===== src/rtl/stream_driver.sv =====
// Burst stream source: emits len beats of seed, seed+1, ... over a valid/ready port.
// Define STREAM_DRIVER_RAND_GAP_EN to insert LFSR-driven idle gaps between beats.
module stream_driver #(
  parameter int DATA_W = 8,
  parameter int CNT_W  = 16
) (
  input  logic              clock,
  input  logic              reset,
  input  logic              start,
  input  logic [7:0]        len,
  input  logic [DATA_W-1:0] seed,
  output logic              o_valid,
  input  logic              o_ready,
  output logic [DATA_W-1:0] o_data,
  output logic              busy,
  output logic              done,
  output logic [CNT_W-1:0]  sent_count,
  output logic [CNT_W-1:0]  stall_count
);

  localparam logic [1:0] S_IDLE = 2'd0;
  localparam logic [1:0] S_SEND = 2'd1;
`ifdef STREAM_DRIVER_RAND_GAP_EN
  localparam logic [1:0] S_GAP  = 2'd2;
`endif
  localparam logic [1:0] S_DONE = 2'd3;

  localparam logic [DATA_W-1:0] D_ONE = {{(DATA_W-1){1'b0}}, 1'b1};
  localparam logic [CNT_W-1:0]  C_ONE = {{(CNT_W-1){1'b0}}, 1'b1};

  logic [1:0] state;
  logic [7:0] beat_len;
  logic [7:0] beat_idx;
  logic       hs;
  logic       last;

  assign hs   = o_valid & o_ready;
  assign last = (beat_idx == beat_len - 8'd1);

`ifdef STREAM_DRIVER_RAND_GAP_EN
  logic [7:0] lfsr;
  logic [7:0] lfsr_next;

  // Fibonacci form of x^8+x^6+x^5+x^4+1
  assign lfsr_next = {lfsr[6:0], lfsr[7] ^ lfsr[5] ^ lfsr[4] ^ lfsr[3]};

  always_ff @(posedge clock) begin
    if (reset)
      lfsr <= 8'hA5;
    else if (hs)
      lfsr <= lfsr_next;
  end
`endif

  always_ff @(posedge clock) begin
    if (reset) begin
      state    <= S_IDLE;
      beat_len <= 8'd0;
      beat_idx <= 8'd0;
      o_valid  <= 1'b0;
      o_data   <= '0;
      busy     <= 1'b0;
      done     <= 1'b0;
    end else begin
      done <= 1'b0;
      case (state)
        S_IDLE, S_DONE: begin
          state <= S_IDLE;
          if (start) begin
            beat_len <= len;
            beat_idx <= 8'd0;
            o_data   <= seed;
            if (len != 8'd0) begin
              state   <= S_SEND;
              o_valid <= 1'b1;
              busy    <= 1'b1;
            end else begin
              state <= S_DONE;
              done  <= 1'b1;
            end
          end
        end
        S_SEND: begin
          if (hs) begin
            if (last) begin
              state   <= S_DONE;
              o_valid <= 1'b0;
              busy    <= 1'b0;
              done    <= 1'b1;
            end else begin
              beat_idx <= beat_idx + 8'd1;
              o_data   <= o_data + D_ONE;
`ifdef STREAM_DRIVER_RAND_GAP_EN
              if (lfsr_next[0]) begin
                state   <= S_GAP;
                o_valid <= 1'b0;
              end
`endif
            end
          end
        end
`ifdef STREAM_DRIVER_RAND_GAP_EN
        S_GAP: begin
          state   <= S_SEND;
          o_valid <= 1'b1;
        end
`endif
        default: begin
          state   <= S_IDLE;
          o_valid <= 1'b0;
          busy    <= 1'b0;
        end
      endcase
    end
  end

  always_ff @(posedge clock) begin
    if (reset) begin
      sent_count  <= '0;
      stall_count <= '0;
    end else begin
      if (hs && sent_count != '1)
        sent_count <= sent_count + C_ONE;
      if (o_valid && !o_ready && stall_count != '1)
        stall_count <= stall_count + C_ONE;
    end
  end

endmodule


===== config.mk =====
export PLATFORM = sky130hd
export DESIGN_NAME = stream_driver
export DESIGN_NICKNAME = d
export VERILOG_FILES = /design/src/rtl/stream_driver.sv
export SDC_FILE = /design/constraint.sdc
export NUM_CORES = 1
export LEC_CHECK = 0
export ABC_CLOCK_PERIOD_IN_PS = 2800
export CAP_MARGIN = 30
export CORE_MARGIN = 10
export CORE_UTILIZATION = 52
export CTS_BUF_LIST = sky130_fd_sc_hd__clkbuf_4 sky130_fd_sc_hd__clkbuf_8 sky130_fd_sc_hd__clkbuf_16
export DETAILED_ROUTE_END_ITERATION = 10
export HOLD_SLACK_MARGIN = 0.06
export PLACE_DENSITY = 0.8
export SETUP_SLACK_MARGIN = 0.4
export SLEW_MARGIN = 30
export SYNTH_ARGS = -nofsm -noshare
export SYNTH_HDL_FRONTEND = slang
export SYNTH_SLANG_ARGS = --single-unit

===== constraint.sdc =====
create_clock -name clock -period 2.8 [get_ports clock]
set_input_delay 0.7 -clock clock [delete_from_list [all_inputs] [get_ports clock]]
set_output_delay 0.7 -clock clock [all_outputs]
set_load 0.02 [all_outputs]

==> impl_metrics.yaml <==
timing:
  slew_violations: 0
  fin_crit_ps: 2380
  fin_worst_skew_ps: 8.62
  final.period_utilization_pct: 84.9
  setup_viol: 0
  fin_tns_setup_ps: 0
  slew_headroom_pct: 68.6
  finalHoldViolations: 0
  worst_pin_slew_ps: 466
  rsz0062_at_grt: "yes"
  fmax_ghz: 0.421
detailed_routing:
  wire_per_inst_microns: 15.4
  drt-total-wl_mm: 8.54
  vias: 3161
  drcViolationCount: 0
  drt_iter0_drc: 130
  avgViaCountPerCell: 5.72
  route.antenna.remaining_nets: 0
  drtPass1Iterations: 4
placed_design:
  io_buffer_count: 62
  dp_cells: 526
  dp_hpwl_mm: 5.97
  gp_congestion: 0.902
clocking:
  clkSinkCount: 60
  postCtsHoldBufs: 0
  cts-root-buf: "clkbuf_8"
  cts_made_buffers: 9
  clkTransAtPathRegs_ps: 70
  clk_latency_ps: 330
  clock_path_buffers: 2
  htreeDepth: 3
  tritoncts: "yes"
layout:
  num_antenna_cells: 0
  layout_common_cells: "clkdlybuf4s50_1 (61), dfxtp_1 (58), nand2_1 (53)"
  nFillCells: 487
  drive_gt1_share_pct: 11.3
  syn2layout_area_growth_pct: 30.6
  layout.cells.non_filler: 553
  layout_commonest_cell: "clkdlybuf4s50_1"
  nets: 500
critical_path:
  crit_fanout: 7
  slowest_delay_ps: 370
  worstPathCellList: "inv_2 -> ha_4 -> o21ba_1 -> a221o_1 -> a32o_1 -> a211o_4 -> o21ai_4 -> buf_4 -> or3_1 -> a31oi_1"
  start_kind: "register"
  critPathArrivalTime_ps: 2590
  end_kind: "register"
  crit_required_ps: 3010
  crit_type: "reg2reg"
  slowest_stage: "dfxtp_4"
pwr:
  leakage_nw: 1.53
  clkPwrFrac_pct: 35.9
  p_seq_share_pct: 48.3
  power_mw: 1.89
  ir_worst_vdd_mv: 0.333
  powerDensity_nw_per_um2: 448
  p_sw_mw: 0.526
  p_int_mw: 1.36
  swShare_pct: 27.9
  comb_power_share_pct: 15.8
yosys:
  avgSynthCellArea_sq_um: 8.06
  synth_cells: 400
  ys_async_sr_fraction_pct: 0
  synth-edff-count: 0
  ys_seq_area_share_pct: 37.2
  netlist_area_sq_um: 3230
  yosys_warnings: 0
  synth.area.top_cells: "dfxtp_1 (37%), nand2_1 (6.2%), xor2_1 (5.7%)"
  yosys.area.top_type: "dfxtp_1"
  synth_ff_type: "dfxtp_1"
  synth_cell_types: 53
  synth_top_area_share_pct: 37.2
  ys_seq_elements: 60
  synth_nets: 427
die:
  core_sq_um: 5960
  dieHeight_microns: 98.8
  io_pins: 63
  die_w_microns: 98.8
  start_util_pct: 54.2
  dieArea_sq_um: 9750
  rows: 28
grt:
  antenna_found_initial: 0
  first_global_vias: 2966
  grt_pass1_wl_mm: 13.7
  grtUsageTotal_pct: 16.4
  grt-ovfl-total: 0
  grt_max_degree: 26
run:
  drv_cap: 0
outcome:
  status: "complete, no violations"
hold_path:
  hold_path_class: "reg2reg"
==> registers in the layout (all words and copies together) (netlist names) <==
register,count
state,2
busy,1
beat_idx,8
stall_count,16
done,1
sent_count,16
beat_len,8
o_data,8
==> per-layer routing <==
layer,vias up,wire [microns],GRT usage (%)
met5,-,0,0
met2,108,4250,27.4
met4,0,98,3.75
li1,1547,-,-
met3,13,691,6.42
met1,1493,3500,19.4
==> cells in the mapped netlist, types with 4 or more instances <==
library cell and instances:
dfxtp_1 60, nand2_1 53, nor2_1 48, a21oi_1 26
xor2_1 21, inv_1 16, xnor2_1 16, nand3_1 14
and3_1 13, clkbuf_1 11, a31oi_1 10, o21ai_0 10
nand4_1 8, or3_1 8, ha_1 7, a211oi_1 6
o211ai_1 6, and2_1 5, and4_1 5, nor3_1 5
nor4_1 5, nor2b_1 4, o221ai_1 4
==> logic make-up (layout without fill, tap and decap cells) <==
family / after synthesis / in the layout / synth area share (%)
AO/OA/AOI/OAI: 79 / 79 / 16.9
XOR/XNOR: 37 / 37 / 10.0
adder cells (fa/ha/maj): 7 / 7 / 2.72
buffers and inverters: 37 / 115 / 5.04
flip-flops: 60 / 60 / 37.2
multiplexers: 4 / 4 / 1.28
AND/OR/NAND/NOR: 176 / 176 / 26.8
==> power groups by stage <==
stage,Combinational [mW],Sequential (mW),Clock (mW)
after detailed placement,0.272,0.930,0
after global placement,0.267,0.928,0
final,0.298,0.911,0.678
after CTS,0.279,0.911,0.695
after floorplan,0.162,0.939,0
after global routing,0.323,0.914,0.731
==> area by class of cell <==
type,count,area (sq um),area share [%]
repair buffers,81,769,18.3
clock inverters,5,27.5,0.653
well taps,75,93.8,2.23
inverters,18,67.6,1.60
flip-flops and latches,60,1210,28.7
multi-input cells,303,1900,45.1
clock buffers,11,145,3.45
==> worst max-delay path, delay by kind of cell (launching register included) <==
kind            cells  cell delay (ps)
compound gates      6             1390
fa+ha+maj           1              170
buf+inv             2              220
flops               1              370
simple gates        1              100
==> what timing repair did <==
| item | in CTS | in global routing |
|---|---|---|
| pin swaps | 1 | 7 |
| endpoints found under the setup margin | 14 | 14 |
| gates resized for setup | 3 | 10 |
| buffers inserted | 2 | 9 |
==> per-stage QoR <==
| step | hold WS (ps) | util [%] | worst slack [ps] | cell area (sq um) |
|---|---|---|---|---|
| detailed placement | 472 | 65.6 | 209 | 3910 |
| floorplan | 448 | - | 382 | 3240 |
| global route | 524 | 70.7 | 342 | 4210 |
| finish | 476 | 70.7 | 424 | 4210 |
| CTS | 481 | 69.1 | 405 | 4110 |
| global placement | 461 | 65.6 | 279 | 3910 |
==> path summary, 6_finish.rpt <==
| path | startpoint | end | slack, ps | cells after the start |
|---|---|---|---|---|
| setup / recovery | beat_len[0] | o_data[0] | 420 | 10 |
| hold / removal | beat_len[7] | beat_len[7] | 480 | 2 |
| setup reg to reg | beat_len[0] | o_data[0] | 420 | 10 |
| hold reg to reg | beat_len[7] | beat_len[7] | 480 | 2 |
(Power assumes the default switching activity.)
